==> config.mk <==
export PLATFORM = sky130hd
export DESIGN_NAME = branch_predictor
export DESIGN_NICKNAME = d
export VERILOG_FILES = /design/src/rtl/branch_pred_pkg.sv /design/src/rtl/sat_ctr.sv /design/src/rtl/branch_predictor.sv
export SDC_FILE = /design/constraint.sdc
export NUM_CORES = 2
export LEC_CHECK = 0
export CAP_MARGIN = 40
export CELL_PAD_IN_SITES_DETAIL_PLACEMENT = 0
export CELL_PAD_IN_SITES_GLOBAL_PLACEMENT = 2
export CORE_ASPECT_RATIO = 0.9
export CORE_MARGIN = 2
export CORE_UTILIZATION = 35
export CTS_CLUSTER_DIAMETER = 200
export DETAILED_ROUTE_END_ITERATION = 8
export DONT_BUFFER_PORTS = 1
export HOLD_SLACK_MARGIN = 0.12
export MAX_ROUTING_LAYER = met4
export PLACE_DENSITY = 0.64
export SLEW_MARGIN = 20
export SYNTH_ARGS = -nofsm -noshare
export SYNTH_HDL_FRONTEND = slang
export SYNTH_SLANG_ARGS = --single-unit
==> constraint.sdc <==
create_clock -name CLK -period 6.19 [get_ports CLK]
set_clock_uncertainty 0.05 [all_clocks]
set_input_delay 1.238 -clock CLK [delete_from_list [all_inputs] [get_ports CLK]]
set_output_delay 1.238 -clock CLK [all_outputs]
set_load 0.005 [all_outputs]
==> src/rtl/branch_pred_pkg.sv <==
// Shared types and helpers for the branch target buffer: entry layout,
// counter encodings and PC index/tag extraction.
package branch_pred_pkg;

    typedef struct packed {
        logic        valid;
        logic [29:0] tag;
        logic [31:0] target;
        logic [2:0]  ctr;
    } btb_entry_t;

    // Weakly-taken: MSB set, rest clear.
    function automatic logic [2:0] weak_t(input int ctr_w);
        return 3'(1 << (ctr_w - 1));
    endfunction

    // Weakly-not-taken: MSB clear, rest set (0 for a 1-bit counter).
    function automatic logic [2:0] weak_nt(input int ctr_w);
        return 3'((1 << (ctr_w - 1)) - 1);
    endfunction

    function automatic logic [31:0] pc_index(input logic [31:0] pc, input int idx_w);
        return (pc >> 2) & ((32'd1 << idx_w) - 32'd1);
    endfunction

    function automatic logic [29:0] pc_tag(input logic [31:0] pc, input int idx_w);
        return 30'(pc >> (idx_w + 2));
    endfunction

endpackage

==> src/rtl/sat_ctr.sv <==
// Saturating up/down direction counter, one per BTB entry.
// Priority: load > force_max > inc/dec; resets to weakly-not-taken.
module sat_ctr
    import branch_pred_pkg::*;
#(
    parameter int CTR_W = 2
) (
    input  logic             CLK,
    input  logic             nRST,
    input  logic             inc,
    input  logic             dec,
    input  logic             force_max,
    input  logic             load,
    input  logic [CTR_W-1:0] load_val,
    output logic [CTR_W-1:0] q
);

    localparam logic [CTR_W-1:0] CMAX    = '1;
    localparam logic [CTR_W-1:0] RST_VAL = CTR_W'(weak_nt(CTR_W));

    always_ff @(posedge CLK or negedge nRST) begin
        if (!nRST) begin
            q <= RST_VAL;
        end else if (load) begin
            q <= load_val;
        end else if (force_max) begin
            q <= CMAX;
        end else if (inc) begin
            if (q != CMAX) q <= q + CTR_W'(1);
        end else if (dec) begin
            if (q != '0) q <= q - CTR_W'(1);
        end
    end

endmodule

==> src/rtl/branch_predictor.sv <==
// Direct-mapped branch target buffer with per-entry saturating direction counters.
// Zero-latency lookup for fetch; trained by MEM-stage resolution when the pipe advances.
module branch_predictor
    import branch_pred_pkg::*;
#(
    parameter int ENTRIES = 16,
    parameter int CTR_W   = 2,
    parameter int PERF_W  = 32
) (
    input  logic              CLK,
    input  logic              nRST,
    input  logic              en,
    input  logic [31:0]       lookup_pc,
    output logic              pred_hit,
    output logic              pred_taken,
    output logic [31:0]       pred_target,
    input  logic              upd_valid,
    input  logic [31:0]       upd_pc,
    input  logic [31:0]       upd_target,
    input  logic              upd_taken,
    input  logic              upd_uncond,
    input  logic              upd_mispred,
    input  logic              flush_all,
    output logic [PERF_W-1:0] perf_lookups,
    output logic [PERF_W-1:0] perf_mispred
);

    localparam int IDX_W = $clog2(ENTRIES);

    logic              valid_q [ENTRIES];
    logic [29:0]       tag_q   [ENTRIES];
    logic [31:0]       tgt_q   [ENTRIES];
    logic [CTR_W-1:0]  ctr_q   [ENTRIES];
    btb_entry_t        btb     [ENTRIES];

    logic [IDX_W-1:0]  lk_idx, up_idx;
    logic [29:0]       lk_tag, up_tag;
    logic              upd_go, upd_hit;
    logic [CTR_W-1:0]  alloc_ctr;
    btb_entry_t        lk_ent;

    assign lk_idx = IDX_W'(pc_index(lookup_pc, IDX_W));
    assign lk_tag = pc_tag(lookup_pc, IDX_W);
    assign up_idx = IDX_W'(pc_index(upd_pc, IDX_W));
    assign up_tag = pc_tag(upd_pc, IDX_W);

    always_comb begin
        for (int i = 0; i < ENTRIES; i++) begin
            btb[i].valid  = valid_q[i];
            btb[i].tag    = tag_q[i];
            btb[i].target = tgt_q[i];
            btb[i].ctr    = 3'(ctr_q[i]);
        end
    end

    // Lookup reads registered state only: a same-cycle update is not bypassed.
    assign lk_ent      = btb[lk_idx];
    assign pred_hit    = lk_ent.valid && (lk_ent.tag == lk_tag);
    assign pred_taken  = pred_hit && (|(lk_ent.ctr >> (CTR_W - 1)));
    assign pred_target = pred_taken ? lk_ent.target : lookup_pc + 32'd4;

    // flush_all wins over a same-edge update.
    assign upd_go    = en && upd_valid && !flush_all;
    assign upd_hit   = valid_q[up_idx] && (tag_q[up_idx] == up_tag);
    assign alloc_ctr = upd_uncond ? '1 : CTR_W'(weak_t(CTR_W));

    for (genvar g = 0; g < ENTRIES; g++) begin : g_ctr
        logic sel;
        assign sel = upd_go && (up_idx == IDX_W'(g));
        sat_ctr #(.CTR_W(CTR_W)) u_ctr (
            .CLK       (CLK),
            .nRST      (nRST),
            .inc       (sel && upd_hit && upd_taken),
            .dec       (sel && upd_hit && !upd_taken),
            .force_max (sel && upd_hit && upd_uncond),
            .load      (sel && !upd_hit && upd_taken),
            .load_val  (alloc_ctr),
            .q         (ctr_q[g])
        );
    end

    always_ff @(posedge CLK or negedge nRST) begin
        if (!nRST) begin
            for (int i = 0; i < ENTRIES; i++) begin
                valid_q[i] <= 1'b0;
                tag_q[i]   <= '0;
                tgt_q[i]   <= '0;
            end
        end else if (flush_all) begin
            for (int i = 0; i < ENTRIES; i++) valid_q[i] <= 1'b0;
        end else if (upd_go && upd_taken) begin
            tgt_q[up_idx] <= upd_target;
            if (!upd_hit) begin
                valid_q[up_idx] <= 1'b1;
                tag_q[up_idx]   <= up_tag;
            end
        end
    end

    always_ff @(posedge CLK or negedge nRST) begin
        if (!nRST) begin
            perf_lookups <= '0;
            perf_mispred <= '0;
        end else begin
            if (en && (perf_lookups != '1))
                perf_lookups <= perf_lookups + PERF_W'(1);
            if (en && upd_valid && upd_mispred && (perf_mispred != '1))
                perf_mispred <= perf_mispred + PERF_W'(1);
        end
    end

endmodule

; Word-level counts from Yosys, hierarchy flattened
; Cells that the tools add are included.
[totals]
regBits = 1104
[classes]
addsub = 35
n_lt_le_gt_ge = 3
n_eq_ne = 52
n_mux = 118
n_bitwise = 5
reduce_logical = 195
[ops]
columns = cell, count
row1 = $bwmux W512, 1
row2 = $bwmux W480, 1
row3 = $bmux W66 S4, 1
row4 = $mux W2, 96
row5 = $mux W66, 2
row6 = $demux W32 S4, 1
row7 = $reduce_bool A4 Y1, 32
row8 = $logic_and A1 B1 Y1, 122
row9 = $bmux W30 S4, 1
row10 = $demux W30 S4, 1
row11 = $mux W30, 3
row12 = $add A32 B1 Y32 const B, 2
row13 = $mux W32, 2
row14 = $ne A32 B32 Y1 const B, 2
row15 = $ne A4 B4 Y1 const B, 16
row16 = $eq A30 B26 Y1, 2
row17 = $reduce_and A3 Y1, 17
row18 = $mux W16, 3
row19 = $ne A2 B2 Y1 const B, 17
row20 = $reduce_bool A2 Y1, 17
row21 = $add A2 B1 Y2 const B, 16
row22 = $add A32 B3 Y32 const B, 1
row23 = $eq A4 B4 Y1 const B, 8
row24 = $sub A2 B1 Y2 const B, 16
row25 = other kinds (15), 28

; Depth between registers and ports, before layout
[logic_depth]
word_depth = 12
ltp_mapped = 19
ltp_nobuf = 10

; Modules after synthesis
; From an unflattened synthesis, not the netlist that was laid out.
[unflattened]
cells_unflattened = 4314
area_unflattened_um2 = 56105.1
[modules_own_cells]
columns = mod, instances, cells_each, area_each_um2, seq_area_each_um2
row1 = branch_predictor, 1, 4090, 53802.9, 25224.2
row2 = sat_ctr, 16, 14, 143.9, 51.3

; Worst setup path after synthesis
; Ideal clock, no wire load.
[synth_path]
path_type = input -> output
from = in lookup_pc[2]
to = out pred_target[23]
arrival_time_ns = 4.422
slack_ns = 0.480
cell_stages = 12
path_buffers = 3
cell_sequence = buf_2 > buf_1 > mux4_2 > a211oi_1 > a21oi_1 > xor2_1 > nor4_1 > nand4_1 > nor4_1 > nand2_1 > buf_1 > mux2_2
[synth_between]
elab_chain_len = 8
[synth_rtl]
columns = element, line_no
row1 = start: declaration, branch_predictor.sv:13  ; input logic [31:0] lookup_pc,
row2 = $not A4 Y5 (not written as such) (*), branch_predictor.sv:57  ; assign lk_ent = btb[lk_idx];
row3 = $bmux W66 S4 (*), branch_predictor.sv:57
row4 = $mux W66 (not written as such) (*) (2 in series), branch_predictor.sv:57
row5 = $eq A30 B26 Y1, branch_predictor.sv:58  ; assign pred_hit = lk_ent.valid && (lk_ent.tag == lk_tag);
row6 = $logic_and A1 B1 Y1 (*), branch_predictor.sv:58
row7 = via pred_hit, branch_predictor.sv:14  ; output logic pred_hit,
row8 = $logic_and A1 B1 Y1 (*), branch_predictor.sv:59  ; assign pred_taken = pred_hit && (|(lk_ent.ctr >> (CTR_W - 1)));
row9 = $mux W32 (*), branch_predictor.sv:60  ; assign pred_target = pred_taken ? lk_ent.target : lookup_pc + 32'd4;
row10 = end: declaration, branch_predictor.sv:16  ; output logic [31:0] pred_target,
; Mark *: on every way through the listed nets, which the timed path passes. The rest lies on a longest branch. The select of a mux whose other input is x is not followed.

; Worst setup path after layout
[layout_path]
from = in lookup_pc[2]
to = out pred_target[5]
[layout_between]
elab_chain_len = 8
[layout_rtl]
columns = element, line_no
row1 = $not A4 Y5 (not written as such), branch_predictor.sv:57
row2 = $bmux W66 S4, branch_predictor.sv:57
row3 = $mux W66 (not written as such) (2 in series), branch_predictor.sv:57
row4 = $eq A30 B26 Y1, branch_predictor.sv:58
row5 = $logic_and A1 B1 Y1, branch_predictor.sv:58
row6 = $logic_and A1 B1 Y1, branch_predictor.sv:59
row7 = $mux W32 (*), branch_predictor.sv:60
; Every way passes the cells marked *; elsewhere a longest branch is shown, timed or not. The select of a mux whose other input is x is not followed.

==> impl_metrics.tcl <==
set metrics [dict create \
    rows 135 \
    port_buffers 0 \
    clock.fmax_ghz 0.174 \
    die_w_um 415 \
    drt-initial-drc-count 2268 \
    io_pins 202 \
    syn_nets 4027 \
    synth_warnings 0 \
    gp_congestion 0.798 \
    startpoint_type "input port" \
    worstSetupEndpointType "output pin" \
    cp_common_cell "mux4_2" \
    rsz0062_at_grt "false" \
    cts_tree "yes" \
    wl_per_cell_um 28.7 \
    worst-path-buf-inv 2 \
    synth-main-ff-cell "dfrtp_1" \
    die_h_um 374 \
    cts_inserted_buffers 119 \
    stdcell_count 5893 \
    synth_seq_cells 1040 \
    dieArea_sq_um 155000 \
    endpoint "pred_target[5]" \
    slowest_delay_ns 0.56 \
    cp_slowest_cell "mux4_2" \
    ys_async_sr_fraction_pct 100 \
    floorplan.initialDensity_pct 35.3 \
    max-slew-margin-rel_pct 42.6 \
    synth_area_per_cell_sq_um 13.6 \
    top_layer_used "met4" \
    fin_nets 3921 \
    place_area_sq_um 55300 \
    critical-path-top-delay-family "multiplexers" \
    status "complete, no violations" \
    period_share_pct 92.6 \
    worst-path-stages 10 \
    final.min_clock_period_ns 5.73 \
    grt_max_degree 245 \
    cts.sinks 1040 \
    ctsHoldBuffers 1 \
    syn_area_sq_um 53100 \
    hp-class "in2async" \
    clock_latency_ns 0.75 \
    route.met3.wl_mm 6.94 \
    grt_pass1_vias 34700 \
    first_pass_iters 5 \
    antenna_found_initial 0 \
    postCtsSetupBuffers 0 \
    worst_pin_slew_ns 0.860 \
    synth_cell_type_count 73 \
    synth_edf_count 0 \
    crit_arrival_ns 4.45 \
    worstPathRequired_ns 4.90 \
    rrSetupSlack_ns 1.55 \
    post-route-util_pct 39.4 \
    synth-seq-area-share_pct 49.0 \
    vias_per_cell 5.62 \
    hold-worst-slack_ns 0.392 \
    power.leakage_nw 27.0 \
    crit_fanout 244 \
    grt_usage_pct 22.6 \
    wl_met1_mm 78.1 \
    grt-ovfl-total 0 \
    crit_type "in2out" \
    grt_pass1_wl_mm 253 \
    core-area_sq_um 151000 \
    timing.rr.start "btb[47]" \
    setup_viol_count_final 0 \
    ant_nets 0 \
    met2WireLength_mm 78.6 \
    drive_gt1_share_pct 35.7 \
    power.density_nw_per_um2 278 \
    finalMaxSlewViolations 0 \
    clk_path_buf_depth 3 \
    crit_chain "mux4_2 > mux4_2 > xor2_1 > nor4_1 > nand4_1 > nor4_2 > buf_4 > nand2_2 > buf_12 > mux2_2" \
    vdd_drop_max_uv 203 \
    drt_wl_total_mm 169 \
    rr_endpoint "btb[450]" \
    area_growth_pct 11.8 \
    dp_cells 5671 \
    hold_viol_final 0 \
    synthCells 3920 \
    vias 33100 \
    maxCapViolations 0 \
    drc 0 \
    post_cts_resized 0 \
    path_clk_slew_ns 0.06 \
    r2r_cells 12 \
    hpwl_mm 97.8 \
    cp-startpoint "lookup_pc[2]" \
    h-tree-depth 3 \
    cts-root-buf "clkbuf_16" \
    fin_tns_setup_ns 0 \
    final_area_sq_um 59400 \
]
[how the worst min path moves through the flow]
stage,from,end,depth (start not counted)
floorplan,btb[34],btb[34],2
global placement,btb[31],btb[31],2
detailed placement,btb[91],btb[91],2
CTS,nRST,btb[844],1
global route,nRST,btb[243],1
finish,nRST,btb[243],1
[kinds of logic (layout without fill, tap and decap cells)]
| group | after synthesis | in the layout | synth area share (%) |
|---|---|---|---|
| buffers and inverters | 348 | 334 | 3.06 |
| xor gates and xnor gates | 152 | 152 | 2.51 |
| AOI/OAI and AO/OA | 253 | 253 | 3.19 |
| and+or+nand+nor | 795 | 795 | 6.81 |
| DFF | 1040 | 1040 | 49.0 |
| other | 0 | 1 | 0 |
| adders and majority gates | 3 | 3 | 0.0707 |
| muxes | 1329 | 1329 | 35.3 |
[cells in the final DEF, fill, tap and decap left out, drive strengths merged, types with 75 or more instances in the layout]
master / netlist / routed
xnor2: 95 / 95
mux4: 350 / 350
buf: 118 / 92
mux2i: 109 / 109
dfrtp: 1024 / 1024
clkbuf: 202 / 171
nand3: 75 / 75
mux2: 870 / 870
nand2: 408 / 408
nor2: 125 / 125
[cells in the mapped netlist, drive strengths merged (5+ instances only)]
library cell | number | area [sq um]
a211oi | 33 | 248
o211ai | 5 | 37.5
nand4 | 24 | 150
or2 | 5 | 31.3
nand2b | 12 | 75.1
mux2i | 109 | 1090
o22ai | 13 | 81.3
inv | 26 | 97.6
xor2 | 57 | 499
buf | 118 | 762
and4 | 8 | 70.1
a2111oi | 8 | 76.3
nand2 | 408 | 1530
o21ai | 46 | 230
mux4 | 350 | 7880
nor2b | 26 | 163
clkbuf | 202 | 758
dfrtp | 1024 | 25600
nor3b | 5 | 37.5
mux2 | 870 | 9800
or3 | 8 | 50.1
nor3 | 47 | 262
o21a | 5 | 37.5
dfstp | 16 | 420
xnor2 | 95 | 832
nor4 | 11 | 68.8
a31oi | 9 | 56.3
a21oi | 58 | 290
nor2 | 125 | 532
and2 | 7 | 43.8
a221oi | 6 | 52.6
o31ai | 6 | 45.0
and3 | 27 | 169
a22oi | 28 | 210
nand3 | 75 | 375
[flip-flops by register name (all words and copies together) (netlist names)]
name,count
perf_lookups,32
g_ctr.u_ctr.q,32
btb,944
perf_mispred,32
[stage by stage]
| stage | setup WS (ns) | power [mW] |
|---|---|---|
| 6_report | 0.457 | 16.5 |
| 5_1_grt | 0.393 | 17.2 |
| 4_1_cts | 0.527 | 16.7 |
| 3_5_place_dp | 0.496 | 9.45 |
| 3_3_place_gp | 0.502 | 9.41 |
| 2_1_floorplan | 0.480 | 9.06 |
[power by group]
| part | switching [mW] | internal (mW) | total, mW |
|---|---|---|---|
| clock | 2.99 | 4.19 | 7.18 |
| combinational | 0.653 | 0.929 | 1.58 |
| sequential | 0.388 | 7.35 | 7.74 |
| total | 4.03 | 12.5 | 16.5 |
[layout make-up]
cell class / count / area [sq um]
fillers: 14300 / 91300
flip-flops and latches: 1040 / 26000
multi-input cells: 2532 / 25600
clock buffers: 171 / 3460
well taps: 1986 / 2480
repair buffers: 93 / 1180
clock inverters: 42 / 477
inverters: 28 / 105
diodes: 1 / 2.50
[metal layers]
layer	track usage [%]	vias up
li1	-	14300
met3	3.28	232
met1	31.2	18000
met5	-	-
met4	6.38	0
met2	34.9	658
No activity file was read; power rests on OpenSTA's default activity.
